File: config.mk
export PLATFORM = sky130hd
export DESIGN_NAME = ems_cfg_master
export DESIGN_NICKNAME = d
export VERILOG_FILES = /design/src/rtl/ems_pkg.sv /design/src/rtl/ems_wb_xfer.sv /design/src/rtl/ems_cfg_master.sv
export SDC_FILE = /design/constraint.sdc
export NUM_CORES = 1
export LEC_CHECK = 0
export CAP_MARGIN = 20
export CORE_ASPECT_RATIO = 0.75
export CORE_UTILIZATION = 40
export CTS_BUF_LIST = sky130_fd_sc_hd__clkbuf_16
export DETAILED_ROUTE_END_ITERATION = 8
export GPL_TIMING_DRIVEN = 0
export PLACE_DENSITY = 0.68
export SYNTH_ARGS = -nofsm -noshare
export SYNTH_HDL_FRONTEND = slang
export SYNTH_HIERARCHICAL = 1
export SYNTH_SLANG_ARGS = --single-unit
File: constraint.sdc
create_clock -name wb_clk -period 4.85 [get_ports wb_clk]
set_input_delay 0.97 -clock wb_clk [delete_from_list [all_inputs] [get_ports wb_clk]]
set_output_delay 0.97 -clock wb_clk [all_outputs]
set_load 0.03 [all_outputs]
File: src/rtl/ems_pkg.sv
// Shared EMS register-file definitions: byte indices, programming order and
// sequencer state encoding, reused by the EMS slave and its benches.
package ems_pkg;

    localparam int         NUM_REGS    = 6;
    localparam logic [2:0] REG_CTRL    = 3'd0;
    localparam logic [2:0] REG_BASE    = 3'd1;
    localparam logic [2:0] REG_PAGE0   = 3'd2;
    localparam logic [2:0] IDX_LAST    = 3'(NUM_REGS - 1);
    localparam int         CTRL_EN_BIT = 0;

    typedef enum logic [2:0] {
        ST_IDLE,
        ST_WR,
        ST_WGAP,
        ST_RD,
        ST_RGAP,
        ST_DONE
    } state_e;

    // Pages first, then base, enable last so the mapping is complete when it goes live.
    function automatic logic [2:0] wr_order(input logic [2:0] idx);
        case (idx)
            3'd0:    return REG_PAGE0;
            3'd1:    return REG_PAGE0 + 3'd1;
            3'd2:    return REG_PAGE0 + 3'd2;
            3'd3:    return REG_PAGE0 + 3'd3;
            3'd4:    return REG_BASE;
            default: return REG_CTRL;
        endcase
    endfunction

    function automatic logic [1:0] reg_sel(input logic [2:0] k);
        return k[0] ? 2'b10 : 2'b01;
    endfunction

endpackage

File: src/rtl/ems_wb_xfer.sv
// Single Wishbone classic access: strobes while req_i is held, reports the
// acknowledge or an ack timeout back to the sequencer.
module ems_wb_xfer #(
    parameter int ACK_TIMEOUT = 16
) (
    input  logic        clk,
    input  logic        rst,
    input  logic        req_i,
    input  logic        we_i,
    input  logic [1:0]  adr_i,
    input  logic [1:0]  sel_i,
    input  logic [15:0] dat_i,
    input  logic        wb_ack_i,
    output logic [1:0]  wb_adr_o,
    output logic [15:0] wb_dat_o,
    output logic [1:0]  wb_sel_o,
    output logic        wb_cyc_o,
    output logic        wb_stb_o,
    output logic        wb_we_o,
    output logic        ack_o,
    output logic        tmo_o
);

    localparam int             CW       = $clog2(ACK_TIMEOUT + 1);
    localparam logic [CW-1:0]  CNT_LAST = CW'(ACK_TIMEOUT - 1);

    logic [CW-1:0] cnt_q, cnt_d;

    // The sequencer always drops req_i for at least one cycle between accesses,
    // so the counter is guaranteed to start from zero on every new access.
    always_comb begin
        cnt_d = '0;
        if (req_i && !wb_ack_i) begin
            cnt_d = cnt_q + 1'b1;
        end
    end

    always_ff @(posedge clk or posedge rst) begin
        if (rst) begin
            cnt_q <= '0;
        end else begin
            cnt_q <= cnt_d;
        end
    end

    assign wb_cyc_o = req_i;
    assign wb_stb_o = req_i;
    assign wb_we_o  = req_i & we_i;
    assign wb_adr_o = req_i ? adr_i : 2'b00;
    assign wb_sel_o = req_i ? sel_i : 2'b00;
    assign wb_dat_o = req_i ? dat_i : 16'h0000;

    assign ack_o = req_i & wb_ack_i;
    assign tmo_o = req_i & ~wb_ack_i & (cnt_q == CNT_LAST);

endmodule

File: src/rtl/ems_cfg_master.sv
// Boot-time EMS configurator: snapshots the page map on start, writes it to the
// EMS register file over Wishbone and optionally reads every register back.
module ems_cfg_master #(
    parameter int ACK_TIMEOUT = 16,
    parameter bit VERIFY      = 1'b1
) (
    input  logic        wb_clk,
    input  logic        wb_rst,
    input  logic        start_i,
    input  logic        ems_en_i,
    input  logic [3:0]  umb_base_i,
    input  logic [7:0]  page0_i,
    input  logic [7:0]  page1_i,
    input  logic [7:0]  page2_i,
    input  logic [7:0]  page3_i,
    output logic        busy_o,
    output logic        done_o,
    output logic        err_o,
    output logic [2:0]  err_idx_o,
    output logic [1:0]  wb_adr_o,
    output logic [15:0] wb_dat_o,
    output logic [1:0]  wb_sel_o,
    output logic        wb_cyc_o,
    output logic        wb_stb_o,
    output logic        wb_we_o,
    input  logic [15:0] wb_dat_i,
    input  logic        wb_ack_i
);

    import ems_pkg::*;

    state_e      state_q, state_d;
    logic [2:0]  idx_q, idx_d;
    logic        err_q, err_d;
    logic [2:0]  err_idx_q, err_idx_d;
    logic        snap_load;

    logic        en_q;
    logic [3:0]  base_q;
    logic [7:0]  page_q [4];
    logic [7:0]  page_in [4];

    logic        reading;
    logic [2:0]  k;
    logic [1:0]  pidx;
    logic [7:0]  wbyte;
    logic [7:0]  rbyte;
    logic        xfer_req;
    logic        xfer_ack;
    logic        xfer_tmo;

    assign page_in[0] = page0_i;
    assign page_in[1] = page1_i;
    assign page_in[2] = page2_i;
    assign page_in[3] = page3_i;

    // Writes walk the programming order; readback walks registers 0..5 directly.
    assign reading = (state_q == ST_RD) || (state_q == ST_RGAP);
    assign k       = reading ? idx_q : wr_order(idx_q);
    assign pidx    = k[1:0] - 2'd2;

    always_comb begin
        wbyte = 8'h00;
        case (k)
            REG_CTRL: wbyte[CTRL_EN_BIT] = en_q;
            REG_BASE: wbyte = {4'b0000, base_q};
            default:  wbyte = page_q[pidx];
        endcase
    end

    // Only the lane selected by the access carries the register byte.
    assign rbyte    = k[0] ? wb_dat_i[15:8] : wb_dat_i[7:0];
    assign xfer_req = (state_q == ST_WR) || (state_q == ST_RD);

    ems_wb_xfer #(
        .ACK_TIMEOUT (ACK_TIMEOUT)
    ) u_xfer (
        .clk      (wb_clk),
        .rst      (wb_rst),
        .req_i    (xfer_req),
        .we_i     (state_q == ST_WR),
        .adr_i    (k[2:1]),
        .sel_i    (reg_sel(k)),
        .dat_i    ({wbyte, wbyte}),
        .wb_ack_i (wb_ack_i),
        .wb_adr_o (wb_adr_o),
        .wb_dat_o (wb_dat_o),
        .wb_sel_o (wb_sel_o),
        .wb_cyc_o (wb_cyc_o),
        .wb_stb_o (wb_stb_o),
        .wb_we_o  (wb_we_o),
        .ack_o    (xfer_ack),
        .tmo_o    (xfer_tmo)
    );

    always_comb begin
        state_d   = state_q;
        idx_d     = idx_q;
        err_d     = err_q;
        err_idx_d = err_idx_q;
        snap_load = 1'b0;
        case (state_q)
            ST_IDLE, ST_DONE: begin
                state_d = ST_IDLE;
                if (start_i) begin
                    state_d   = ST_WR;
                    idx_d     = 3'd0;
                    err_d     = 1'b0;
                    err_idx_d = 3'd0;
                    snap_load = 1'b1;
                end
            end
            ST_WR: begin
                if (xfer_tmo) begin
                    err_d     = 1'b1;
                    err_idx_d = k;
                    state_d   = ST_DONE;
                end else if (xfer_ack) begin
                    if (idx_q == IDX_LAST) begin
                        idx_d   = 3'd0;
                        state_d = VERIFY ? ST_RGAP : ST_DONE;
                    end else begin
                        idx_d   = idx_q + 3'd1;
                        state_d = ST_WGAP;
                    end
                end
            end
            ST_WGAP: state_d = ST_WR;
            ST_RD: begin
                if (xfer_tmo) begin
                    err_d     = 1'b1;
                    err_idx_d = k;
                    state_d   = ST_DONE;
                end else if (xfer_ack) begin
                    if (rbyte != wbyte) begin
                        err_d     = 1'b1;
                        err_idx_d = k;
                        state_d   = ST_DONE;
                    end else if (idx_q == IDX_LAST) begin
                        state_d = ST_DONE;
                    end else begin
                        idx_d   = idx_q + 3'd1;
                        state_d = ST_RGAP;
                    end
                end
            end
            ST_RGAP: state_d = ST_RD;
            default: state_d = ST_IDLE;
        endcase
    end

    always_ff @(posedge wb_clk or posedge wb_rst) begin
        if (wb_rst) begin
            state_q   <= ST_IDLE;
            idx_q     <= 3'd0;
            err_q     <= 1'b0;
            err_idx_q <= 3'd0;
        end else begin
            state_q   <= state_d;
            idx_q     <= idx_d;
            err_q     <= err_d;
            err_idx_q <= err_idx_d;
        end
    end

    always_ff @(posedge wb_clk or posedge wb_rst) begin
        if (wb_rst) begin
            en_q   <= 1'b0;
            base_q <= 4'h0;
            for (int i = 0; i < 4; i++) begin
                page_q[i] <= 8'h00;
            end
        end else if (snap_load) begin
            en_q   <= ems_en_i;
            base_q <= umb_base_i;
            for (int i = 0; i < 4; i++) begin
                page_q[i] <= page_in[i];
            end
        end
    end

    assign busy_o    = (state_q == ST_WR) || (state_q == ST_WGAP) ||
                       (state_q == ST_RD) || (state_q == ST_RGAP);
    assign done_o    = (state_q == ST_DONE);
    assign err_o     = err_q;
    assign err_idx_o = err_idx_q;

endmodule

==> results of run 1 <==
-- through the flow --
| stage | std cells | hold WS, ps | setup slack, ps |
|---|---|---|---|
| 5_1_grt | 498 | 504.4 | 0.7940 |
| 3_5_place_dp | 490 | 453.1 | 508.1 |
| 2_1_floorplan | 303 | 431.9 | 1360 |
| 4_1_cts | 498 | 462.5 | 178.5 |
| 3_3_place_gp | 489 | 445.6 | 515.9 |
| 6_report | 498 | 462.5 | 148.1 |
-- worst max path at each step --
stage / from / end / slack, ps / cells past startpoint
after floorplan: idx_q[1] / err_idx_o[0] / 1360 / 14
after global placement: idx_q[1] / wb_dat_o[0] / 520 / 12
after detailed placement: idx_q[1] / wb_dat_o[8] / 510 / 12
after CTS: idx_q[1] / wb_dat_o[8] / 180 / 12
after global routing: idx_q[1] / wb_dat_o[8] / 0.8 / 12
final: idx_q[1] / wb_dat_o[8] / 150 / 12
-- final cells by class --
| class | instances | area [µm²] | share of cell area (%) |
|---|---|---|---|
| Buffer | 20 | 131.4 | 3.037 |
| Timing Repair Buffer | 86 | 870.8 | 20.13 |
| Inverter | 17 | 63.81 | 1.475 |
| Multi-Input combinational cell | 214 | 1664 | 38.47 |
| Sequential cell | 52 | 1301 | 30.08 |
| Clock buffer | 5 | 125.1 | 2.893 |
| Clock inverter | 3 | 42.54 | 0.9835 |
| Tap cell | 101 | 126.4 | 2.922 |
-- sequential cells by signal (all words and copies together), names as in the netlist --
signal        count
base_q            4
en_q              1
err_idx_o         3
err_o             1
idx_q             3
page_q           32
state_q           3
u_xfer/cnt_q      5
-- metal layers --
metal  vias up  part of all wire (%)  global-route usage, %
met5         -                     0                      0
met4         0                   1.2                  4.930
met3         6                   6.2                  3.612
met2       108                    40                  30.20
met1      1269                    52                  32.71
li1       1267                     -                      -
-- cells by family (layout without fill, tap and decap cells) --
logic type	count (synthesis)	count (layout)
flops	52	52
simple gates	90	90
mux	55	55
buf+inv	37	131
fa+ha+maj	6	6
compound gates	53	53
xor+xnor	10	10
-- cell usage in the layout (no fill, tap or decap), types with 4 or more instances in the layout --
cell / instances
o211ai_1: 4
dfrtp_1: 52
nand2_1: 14
and2_1: 24
o22ai_1: 7
mux2_2: 36
clkbuf_1: 7
inv_2: 4
clkdlybuf4s50_1: 85
inv_1: 14
mux2i_1: 18
a22oi_1: 5
xor2_1: 7
or3_1: 4
a32o_1: 6
nand3_1: 8
buf_2: 5
clkbuf_16: 5
o21ai_0: 6
ha_1: 6
nand2b_1: 4
a21oi_1: 8
nor2_1: 16
-- power breakdown --
group,switching (mW),internal (mW)
sequential,0.116,0.632
combinational,1.40,1.13
clock,0.159,0.244
total,1.67,2.01
==> key figures, run 1 <==
Synthesis
  – Largest family of logic cells by synthesized area: multiplexers
  – Adder-cell share of the synthesized area: 2.375%
  – YS warnings: 6
  – Synthesized instance count: 303
  – Syn nets: 366
  – Top cells by area, synth: dfrtp_1 41%, mux2_2 13%, mux2i_1 5.7%
  – Fraction of registers with async set/reset: 100.0%
  – Multiplexer area fraction after synthesis: 18.88%
  – Xor and xnor area share after synthesis: 2.771%
  – Top cell type's share of synthesized area: 41.17%
  – Register bit total from synthesis: 52
  – Ys flop type: dfrtp_1
  – Mapped cell area: 3161 µm²
  – Number of synthesized flops with an enable pin: 0
  – Commonest cells in the netlist: 52 x dfrtp_1, 36 x mux2_2, 24 x and2_1
  – Library cells used by synthesis: 56
  – Most common cell in the netlist: dfrtp_1
  – Post-synthesis simple-gate area fraction: 16.07%
  – Area leader, netlist: dfrtp_1
  – Register area share after synthesis: 41.17%
  – Avg Inst Size Synth: 10.43 µm²
  – Compound-Gate Fraction of Synth Area: 12.55%

Layout
  – Nets: 459
  – Layout filler cell count: 699
  – Finished Cell Area: 4325 µm²
  – Final Util: 57.67%
  – Layout Area Growth over Synthesis: 36.86%
  – Layout cells sized above 1: 17.13%
  – # diodes: 0

GRT
  – Grt total ovfl: 0
  – Initial antenna violation count: 0
  – Gr usage total: 21.10%
  – Vias in the first global route: 2,520
  – Pin count of the biggest net entering global routing: 37
  – First-pass GRT wire length: 13.35 mm

Power and ir drop
  – Peak VDD IR: 0.4843 mV
  – Pwr Density: 849.9 nW/µm²
  – Leakage: 1.838 nW
  – Total chip power: 3.676 mW

STA
  – Final hold vios: 0
  – Final TNS setup: 0 ps
  – Unrepaired setup endpoints after global routing: false
  – Max-slew violations: 0
  – Part of the cycle the worst path needs: 96.95%
  – Slew HR: 55.90%
  – Final setup skew: 4.576 ps
  – Min Tclk post-route: 4702 ps
  – Least-Margin Pin Slew: 661.5 ps
  – # setup viols final: 0
  – Peak Freq: 0.2127 GHz

Job
  – Max_cap viols: 0

Setup path
  – Crit path max-delay cell type: clkdlybuf4s50_1
  – CP bufs+invs: 5
  – Worst r2r dst: err_idx_o[0]
  – Worst R2R Setup Slack: 790 ps
  – WS Path Type: reg -> out
  – Type of origin of the critical path: flip-flop
  – Worst r2r path cells: 14
  – CP max stage delay: 660 ps
  – CP Capture Type: output port
  – WP data required: 3880 ps
  – Worst EP arrival: 3730 ps
  – Reg-to-reg startpoint: idx_q[1]
  – Max FO, Critical Path: 10
  – Cell family with most CP delay: buffers and inverters
  – Worst-path cell chain: inv_1 > ha_1 > or3_4 > nand4_2 > and2_1 > buf_6 > buf_12 > buf_6 > nand2_1 > a221oi_2 > and2_1 > clkdlybuf4s50_1

Min path
  – Hold Path Depth: 1
  – Hold_sp: u_xfer/cnt_q[0]
  – Worst hold-check path type: reg -> reg
  – Hold endpoint: u_xfer/cnt_q[0]

Route
  – Drc violations: 0
  – Via count: 2,650
  – Routed len/inst: 17.00 µm
  – Starting DRT DRC Count: 157
  – Drt first pass iters: 4
  – Vias/cell: 5.321
  – ANT nets after route: 0
  – WL final: 8.467 mm

Run status
  – Status: completed

Clock network
  – CTS Buf Count: 5
  – Post-CTS sizing: 0
  – Clock sinks: 52
  – Insertion delay to the later sink of the worst-skew pair: 290 ps
  – Hold Buf Count CTS: 0
  – Clock tree buffer depth: 2
  – Setup bufs post-CTS: 0
  – CTS root buf: clkbuf_16
  – Clock transition at path regs: 70 ps
  – CTS tree: yes
  – H-tree depth: 2

Placement
  – RePlAce Congestion: 0.8590
  – PortBufs: 85
  – Dpl hpwl: 6.435 mm
  – Area after DPL: 4158 µm²

Die
  – # IOs: 86
  – FP Rows: 27
  – Core area: 7500 µm²
  – Die height: 78.98 µm
  – Starting density of the core: 42.14%
  – Die W: 104.6 µm
  – Die area: 8264 µm²
Power figures use the tool's default switching activity.
==> run 2: changes to the inputs <==
Settings changed: CORE_MARGIN set to 1.5.
==> run 2 against run 1 <==
Non-clock buffer count did not move. Routed wire length rose by 1.8%. Clock power rose by 1%. Highest routed layer unchanged. Register-to-register slack improved by 140 ps. Fmax rose by 2.1%. Final cell count did not move. Critical path depth did not move. First-iteration DRC count fell by 29%. Final area barely moved. Global-route usage fell by 0.13 points.
==> key figures, run 2 (same netlist as run 1, synthesis figures left out) <==
Clock network
  – Clock sinks: 52
  – Clock tree buffer depth: 2
  – Insertion delay to the later sink of the worst-skew pair: 290 ps
  – CTS root buf: clkbuf_16
  – Setup bufs post-CTS: 0
  – H-tree depth: 2
  – CTS Buf Count: 5
  – Clock transition at path regs: 70 ps
  – CTS tree: yes
  – Hold Buf Count CTS: 0

Die
  – Die height: 79.98 µm
  – Core area: 7500 µm²
  – Die W: 105.6 µm
  – FP Rows: 27
  – # IOs: 86
  – Starting density of the core: 42.14%
  – Die area: 8449 µm²

Layout
  – Max reg flops: 32
  – Finished Cell Area: 4327 µm²
  – # diodes: 0
  – Nets: 459
  – Top flop regs: page_q: 32 flops, u_xfer/cnt_q: 5 flops, base_q: 4 flops
  – Layout cells sized above 1: 17.38%
  – Post-route insts no fill: 498
  – Layout Area Growth over Synthesis: 36.90%
  – Most frequent cells in the layout: 85 x clkdlybuf4s50_1, 51 x dfrtp_1, 36 x mux2_2
  – Biggest register: page_q
  – Layout filler cell count: 705
  – Most common cell after layout, fill and taps aside: clkdlybuf4s50_1

STA
  – Least-Margin Pin Slew: 640.2 ps
  – Part of the cycle the worst path needs: 94.98%
  – Min Tclk post-route: 4607 ps
  – Slew HR: 57.32%
  – # setup viols final: 0
  – Final TNS setup: 0 ps
  – Max-slew violations: 0
  – Final setup skew: 5.240 ps
  – Worst hold slack: 475.8 ps
  – Final hold vios: 0
  – Unrepaired setup endpoints after global routing: false
  – Peak Freq: 0.2171 GHz

Route
  – Routed len/inst: 17.30 µm
  – WL final: 8.617 mm
  – Starting DRT DRC Count: 111
  – Vias/cell: 5.263
  – Drt first pass iters: 4
  – ANT nets after route: 0
  – Via count: 2,621
  – Drc violations: 0

GRT
  – First-pass GRT wire length: 13.59 mm
  – Met2 Track Usage GR: 30.52%
  – Pin count of the biggest net entering global routing: 36
  – Vias in the first global route: 2,639
  – Gr busiest metal: met1
  – Gr usage total: 20.97%
  – Met3 GRT Util: 3.837%
  – Initial antenna violation count: 0
  – Grt total ovfl: 0
  – Met1 Usage GRT: 31.44%

Power and ir drop
  – Peak VDD IR: 0.4587 mV
  – Leakage: 1.837 nW
  – Pwr Density: 851.1 nW/µm²
  – Total chip power: 3.683 mW

Setup path
  – Worst-path cell chain: inv_1 > ha_1 > or3_4 > nand4_2 > and2_1 > buf_6 > buf_12 > buf_6 > nand2_1 > a221oi_2 > and2_1 > clkdlybuf4s50_1
  – WP data required: 3880 ps
  – Worst EP arrival: 3640 ps
  – CP bufs+invs: 5
  – CP Capture Type: output port
  – Type of origin of the critical path: flip-flop
  – Crit path max-delay cell type: clkdlybuf4s50_1
  – CP max stage delay: 660 ps
  – WS Path Type: reg -> out
  – Max FO, Critical Path: 10
  – Cell family with most CP delay: buffers and inverters

Placement
  – Area after DPL: 4158 µm²
  – RePlAce Congestion: 0.8553
  – Placed cells: 490
  – PortBufs: 85
  – Dpl hpwl: 6.589 mm

Min path
  – Worst hold-check path type: reg -> reg

Run status
  – Status: completed

Job
  – Max_cap viols: 0
## run 2: changes by cell type in the layout (fill, tap and decap cells not counted)
cell,before,now
dfrtp_1,52,51
dfrtp_2,0,1
## run 2: routing by layer
layer  routed length, µm  vias up  share of wire (%)
met5                   0        -                  0
met1                4407     1248                 51
li1                    -     1271                  -
met4                  75        0               0.87
met3                 543        6                6.3
met2                3591       96                 42
## run 2: report_power, final
part / leakage, nW / switching [mW] / internal (mW)
Clock: 0.0856 / 0.165 / 0.244
Combinational: 1.12 / 1.39 / 1.13
Sequential: 0.633 / 0.117 / 0.633
## run 2: final timing paths
kind	start	to	slack, ps	cells past startpoint
max reg2reg	idx_q[1]	err_idx_o[0]	930	14
min in group asynchronous	wb_rst	u_xfer/cnt_q[0]	920	2
min reg2reg	u_xfer/cnt_q[0]	u_xfer/cnt_q[0]	480	1
max in group asynchronous	wb_rst	en_q	3350	3
min	u_xfer/cnt_q[0]	u_xfer/cnt_q[0]	480	1
max	idx_q[1]	wb_dat_o[0]	240	12
## run 2: metrics by stage
stage / setup slack [ps] / utilization [%]
floorplan: 1360 / -
global placement: 512.3 / 55.17
detailed placement: 456.8 / 55.44
CTS: 124.4 / 57.67
global route: 74.76 / 57.69
finish: 243.5 / 57.69
## run 2: layout make-up
| cell class | count | area [µm²] | area share, % |
|---|---|---|---|
| Clock buffer | 5 | 125.1 | 2.892 |
| Sequential cell | 52 | 1303 | 30.10 |
| Buffer | 20 | 131.4 | 3.036 |
| Timing Repair Buffer | 86 | 870.8 | 20.13 |
| Clock inverter | 3 | 42.54 | 0.9832 |
| Multi-Input combinational cell | 214 | 1664 | 38.46 |
| Inverter | 17 | 63.81 | 1.475 |
| Tap cell | 101 | 126.4 | 2.921 |
## run 2: repair_timing
item                                    CTS  global route
endpoints found under the hold margin     0             0
endpoints found under the setup margin    0             2
resized for setup                         0             1
## run 2: worst register-to-register path, cell delays in order (launching register included)
cell and delay [ps]:
dfrtp_2 460, inv_1 150, ha_1 290, or3_4 410, nand4_2 140, and2_1 160, buf_6 130, inv_2 90
or3_1 310, a32o_1 350, xor2_1 180, nand3_1 130, or3_4 450, a31o_1 290, a32o_1 270
